File: config.mk
export PLATFORM = sky130hd
export DESIGN_NAME = hcsr04_emulator
export DESIGN_NICKNAME = d
export VERILOG_FILES = /design/src/rtl/hcsr04_emulator.sv
export SDC_FILE = /design/constraint.sdc
export NUM_CORES = 1
export LEC_CHECK = 0
export CELL_PAD_IN_SITES_DETAIL_PLACEMENT = 2
export CELL_PAD_IN_SITES_GLOBAL_PLACEMENT = 2
export CORE_UTILIZATION = 34
export CTS_CLUSTER_SIZE = 14
export DETAILED_ROUTE_END_ITERATION = 16
export PLACE_DENSITY = 0.76
export SLEW_MARGIN = 20
export SYNTH_ARGS = -nofsm -noshare
export SYNTH_HDL_FRONTEND = slang
export SYNTH_SLANG_ARGS = --single-unit
export TNS_END_PERCENT = 100
File: constraint.sdc
create_clock -name clk_i -period 2.9 [get_ports clk_i]
set_clock_uncertainty 0.1 [all_clocks]
set_input_delay 0.58 -clock clk_i [delete_from_list [all_inputs] [get_ports clk_i]]
set_output_delay 0.58 -clock clk_i [all_outputs]
set_load 0.01 [all_outputs]
File: src/rtl/hcsr04_emulator.sv
// rtl/hcsr04_emulator.sv - HC-SR04 ultrasonic sensor emulator (trig in, echo out)
//
// Purpose: responds to a trigger pulse on trig_i like an HC-SR04 sensor. After an
// emulated acoustic burst delay it drives an echo pulse whose width in microseconds
// equals the distance value commanded on echo_us_i.
//
// Ports:
//   clk_i         system clock
//   reset_i       asynchronous, active-high reset
//   trig_i        trigger pin, asynchronous to clk_i
//   echo_us_i     commanded echo width in us, sampled when a trigger is accepted
//   echo_o        echo pin (registered)
//   busy_o        high while the burst delay or the echo pulse is in progress
//   short_trig_o  1-cycle pulse when a trigger is rejected as too short
//   echo_count_o  number of completed echo pulses, wraps 255 -> 0
module hcsr04_emulator #(
  parameter int CLK_PER_US  = 40,
  parameter int MIN_TRIG_US = 10,
  parameter int BURST_US    = 200,
  parameter int TIMEOUT_US  = 38000
) (
  input  logic        clk_i,
  input  logic        reset_i,
  input  logic        trig_i,
  input  logic [15:0] echo_us_i,
  output logic        echo_o,
  output logic        busy_o,
  output logic        short_trig_o,
  output logic [7:0]  echo_count_o
);

  localparam logic [15:0] TRIG_CLKS  = 16'(MIN_TRIG_US * CLK_PER_US);
  localparam logic [15:0] PRESC_MAX  = 16'(CLK_PER_US - 1);
  localparam logic [15:0] BURST_LAST = 16'(BURST_US - 1);
  localparam logic [15:0] TIMEOUT_W  = 16'(TIMEOUT_US);

  typedef enum logic [1:0] {
    IDLE  = 2'd0,
    BURST = 2'd1,
    ECHO  = 2'd2
  } state_t;

  state_t      state_q;
  logic        trig_meta_q;
  logic        trig_s_q;
  logic        trig_prev_q;
  logic        armed_q;
  logic [15:0] hcnt_q;
  logic [15:0] presc_q;
  logic [15:0] us_q;
  logic [15:0] width_q;
  logic        echo_q;
  logic        busy_q;
  logic        short_trig_q;
  logic [7:0]  echo_count_q;

  logic        trig_rise;
  logic        trig_fall;
  logic        presc_wrap;
  logic [15:0] width_sel;

  always_comb begin
    trig_rise  = trig_s_q & ~trig_prev_q;
    trig_fall  = ~trig_s_q & trig_prev_q;
    presc_wrap = (presc_q == PRESC_MAX);
    // Zero or out-of-range distances report the "no obstacle" width.
    if ((echo_us_i == 16'd0) || (echo_us_i > TIMEOUT_W)) begin
      width_sel = TIMEOUT_W;
    end else begin
      width_sel = echo_us_i;
    end
  end

  always_ff @(posedge clk_i or posedge reset_i) begin
    if (reset_i) begin
      state_q      <= IDLE;
      trig_meta_q  <= 1'b0;
      trig_s_q     <= 1'b0;
      trig_prev_q  <= 1'b0;
      armed_q      <= 1'b0;
      hcnt_q       <= 16'd0;
      presc_q      <= 16'd0;
      us_q         <= 16'd0;
      width_q      <= 16'd0;
      echo_q       <= 1'b0;
      busy_q       <= 1'b0;
      short_trig_q <= 1'b0;
      echo_count_q <= 8'd0;
    end else begin
      trig_meta_q  <= trig_i;
      trig_s_q     <= trig_meta_q;
      trig_prev_q  <= trig_s_q;
      short_trig_q <= 1'b0;

      case (state_q)
        IDLE: begin
          if (trig_rise) begin
            hcnt_q  <= 16'd0;
            armed_q <= 1'b1;
          end else if (armed_q && trig_s_q) begin
            if (hcnt_q != TRIG_CLKS) begin
              hcnt_q <= hcnt_q + 16'd1;
            end
          end else if (armed_q && trig_fall) begin
            // A trig already high when IDLE is re-entered never produces a rise,
            // so it stays unarmed until it falls and rises again.
            armed_q <= 1'b0;
            if (hcnt_q >= TRIG_CLKS) begin
              width_q <= width_sel;
              presc_q <= 16'd0;
              us_q    <= 16'd0;
              busy_q  <= 1'b1;
              state_q <= BURST;
            end else begin
              short_trig_q <= 1'b1;
            end
          end
        end

        BURST: begin
          presc_q <= presc_wrap ? 16'd0 : presc_q + 16'd1;
          if (presc_wrap) begin
            if (us_q == BURST_LAST) begin
              // us counter restarts so ECHO can compare directly against width_q.
              us_q    <= 16'd0;
              echo_q  <= 1'b1;
              state_q <= ECHO;
            end else begin
              us_q <= us_q + 16'd1;
            end
          end
        end

        ECHO: begin
          presc_q <= presc_wrap ? 16'd0 : presc_q + 16'd1;
          if (presc_wrap) begin
            if (us_q == width_q - 16'd1) begin
              echo_q       <= 1'b0;
              busy_q       <= 1'b0;
              echo_count_q <= echo_count_q + 8'd1;
              state_q      <= IDLE;
            end else begin
              us_q <= us_q + 16'd1;
            end
          end
        end

        default: begin
          state_q <= IDLE;
          echo_q  <= 1'b0;
          busy_q  <= 1'b0;
        end
      endcase
    end
  end

  assign echo_o       = echo_q;
  assign busy_o       = busy_q;
  assign short_trig_o = short_trig_q;
  assign echo_count_o = echo_count_q;

endmodule
==> impl_summary.txt <==
----------------------------------------------------
[STA]
  Endpoints failing hold ... 0
  Maximum clock frequency ... 359.3 MHz
  Tmin final ... 2.783 ns
  Max-Slew Margin vs Limit ... 0.5637
  Setup repair after global routing missed its margin ... yes
  Setup_tns ... 0 ns
  Worst Hold Slack ... 0.2686 ns
  Worst slew pin tran ... 0.6545 ns
  Final max-slew violation count ... 0
  Setup-violating endpoint count in the final report ... 0
  Part of the cycle the worst path needs ... 0.9597

[Route]
  First-pass DRT Iterations ... 4
  Via density per instance ... 5.574
  Remaining routing DRC violations ... 0
  Vias after detailed routing ... between 4,000 and 5,000
  First DRT Iteration DRCs ... 153
  Final routed wirelength across all metal layers ... 14.52 mm
  Average wire length per cell after detail routing ... 19.64 um
  Final ANT Viol Nets ... 0

[Worst setup path]
  Launch point of the worst path ... width_q[8]
  FF-to-FF Start ... width_q[8]
  Arrival time at the worst endpoint ... between 2 and 3 ns
  Data required time of the critical path ... about 3 ns
  Worst path slowest cell ... dfrtp_1
  Worst Setup End Kind ... register
  Category of the most critical setup path ... register to register
  Worst path bufs/invs ... 2
  Sequence of cells on the critical path ... nor4_4 -> buf_4 -> and4_4 -> xnor2_1 -> a211oi_1 -> o2111a_2 -> o21a_1 -> buf_4 -> o31ai_1 -> o31ai_1
  Critical Path Source Type ... register
  Highest net fanout along the worst path ... 13
  Cell family contributing the most delay on the critical path ... compound AO/OA/AOI/OAI gates
  Crit-path max cell delay ... 0.41 ns

[Floorplanning]
  Die area ... 0.01425 mm^2
  Initial cell density of the core ... 0.3509
  X dimension of the die ... between 100 and 150 um
  Ports ... 30
  Overall die height ... 119.4 um
  Core ar. ... 0.01335 mm^2
  Std cell rows ... 42

[Placed design]
  Routability Congestion ... 0.8194
  Post-detailed-placement half-perimeter wirelength ... around 10 mm
  Number of port buffers ... 29

[Cells and area]
  Layout Area Growth over Synthesis ... 21.00%
  Total area of sequential cells ... 0.002027 mm^2
  Fillers ... around 1,500
  Area of the multi-input gates ... ~0.0025 mm^2
  Layout Utilization ... 0.4245
  Layout cells sized above 1 ... 0.1208
  # diodes ... 0
  Total number of nets in the final design ... 588

[Synth]
  Net Count, Synth ... around 540
  Synthesized flop and latch total ... 81
  FFs w/ async S/R, synth ... 1.000
  Area of the mapped netlist ... 0.004683 mm^2
  Synth top area share ... 0.4328
  Post-Syn Instances ... 507
  Warnings, synthesis ... 0
  Largest area contributor in the netlist ... dfrtp_1
  Sequential area share after synthesis ... 0.4328
  Count of flip-flops with a built-in enable after synthesis ... 0
  Flip-flop cell with the highest count after synthesis ... dfrtp_1
  Synth area leaders ... dfrtp_1 (43%), xor2_1 (4.1%), nor2_1 (3.7%)
  Distinct cells, synth ... 53
  Post-Syn Area per Cell ... 9.237 um^2

[Clocking]
  Number of buffers inserted during clock tree synthesis ... 9
  Root Buffer ... clkbuf_16
  Count of clock tree sinks ... slightly above 80
  Clock transition at the register clock pins on the worst setup and hold paths after CTS ... 0.06 ns
  Clock Tree Buf Depth ... 2
  Clock latency reported for the late side of the worst-skew pair ... 0.35 ns
  Clock tree from TritonCTS ... built
  H-tree depth ... 3

[Pwr]
  Worst supply voltage drop on vdd ... 0.3000 mV
  Reported leakage power ... roughly 0.0024 uW
  Total Power ... 2416 uW
  Cell area power density ... around 430 mW/mm^2

[GRT]
  First-pass GRT wire length ... 24.26 mm
  Pin count of the biggest net entering global routing ... 82
  Total global routing overflow ... 0
  Global-route total usage across every layer ... 0.2181
  Vias in the first global route ... 4,671
  Antenna violations before repair ... 0

[Worst hold path]
  Beginning of the worst hold path ... trig_meta_q
  Path category of the worst min-delay check ... register to register

[Job]
  Max-capacitance violation count ... 0

[Status]
  Run status ... complete, no violations

----------------------------------------------------
cells in the mapped netlist (all sizes together), types with 10 or more instances:
library cell and n:
a21oi 14, nand3 19, a22o 10, clkbuf 16
nand4 11, ha 10, xnor2 19, inv 20
and3 13, dfrtp 81, nor2 46, xor2 22
nand2 42, o31ai 22, nand2b 15, nor3 15
o21ai 38
placed cells by master, fill, tap and decap left out, drive strengths merged, types with 5 or more instances in the layout:
master         count
nand4             11
xnor2             19
and3              13
clkbuf            11
clkdlybuf4s50     29
or3                9
nor2b              6
a22o              10
nor3              15
buf               34
o31ai             22
dfrtp             81
and4               5
clkinv             5
nand2             42
nand3             19
nor4               9
and2               5
inv               19
nor2              46
a211oi             6
xor2              22
o21ai             38
nand2b            15
a21oi             14
ha                10
what timing repair did:
action	in CTS	in global routing
resized for setup	0	13
buffers inserted	0	1
endpoints found under the setup margin	0	31
endpoints found under the hold margin	0	0
hold buffers	0	0
cell type report:
cell class,instances,area share
tap,176,0.03886
timing repair buffer,63,0.09848
clock buffer,11,0.04284
clock inverter,4,0.003533
inverter,20,0.01347
multi-input combinational,384,0.4451
sequential,81,0.3577
routing by layer:
metal  wire length (um)  vias to the layer above  global-route usage
li1                   -                     1932                   -
met1               6314                     2134              0.2578
met2               7711                       36              0.3979
met3                221                       17             0.02921
met4                271                        0             0.08359
met5                  0                        -                   0
flip-flops by register name, summed over array words and instances (netlist names), 2 cells and up:
| name | count |
|---|---|
| echo_count_o | 8 |
| hcnt_q | 16 |
| presc_q | 16 |
| state_q | 2 |
| us_q | 16 |
| width_q | 16 |
worst reg2reg max path: cells and delay by family, from the launching register on:
| family | cells | cell delay, ns |
|---|---|---|
| AOI/OAI and AO/OA | 5 | 1.08 |
| xor gates and xnor gates | 1 | 0.13 |
| DFF | 1 | 0.41 |
| buffers and inverters | 2 | 0.38 |
| and+or+nand+nor | 2 | 0.55 |
report_power, final:
group          leakage (uW)  internal [uW]  switching [uW]
clock              0.000135            593             466
sequential          0.00109           1150            27.3
combinational       0.00121           77.4            98.3
per-stage QoR:
stage	area, um^2	cells	setup slack (ns)
after floorplan	4683	507	0.1399
after global placement	5340	723	0.1198
after detailed placement	5340	723	0.03895
after CTS	5603	738	0.03226
after global routing	5667	739	-0.03994
final	5667	739	0.1170
kinds of logic (layout without fill, tap and decap cells):
| group | after synthesis | in the layout | synth area share |
|---|---|---|---|
| buf+inv | 42 | 98 | 0.04061 |
| fa+ha+maj | 10 | 10 | 0.02672 |
| flops | 81 | 81 | 0.4328 |
| compound gates | 123 | 123 | 0.1806 |
| xor+xnor | 41 | 41 | 0.07668 |
| simple gates | 207 | 207 | 0.2359 |
| mux | 3 | 3 | 0.006679 |
worst paths after layout:
path	endpoint	slack (ns)	depth (start not counted)
worst max-delay path	us_q[4]	0.12	10
worst min-delay path	trig_s_q	0.27	0
worst max register to register	us_q[4]	0.12	10
worst min register to register	trig_s_q	0.27	0
max in group asynchronous	us_q[4]	1.74	3
min in group asynchronous	hcnt_q[12]	0.57	3
Power figures use the tool's default switching activity.
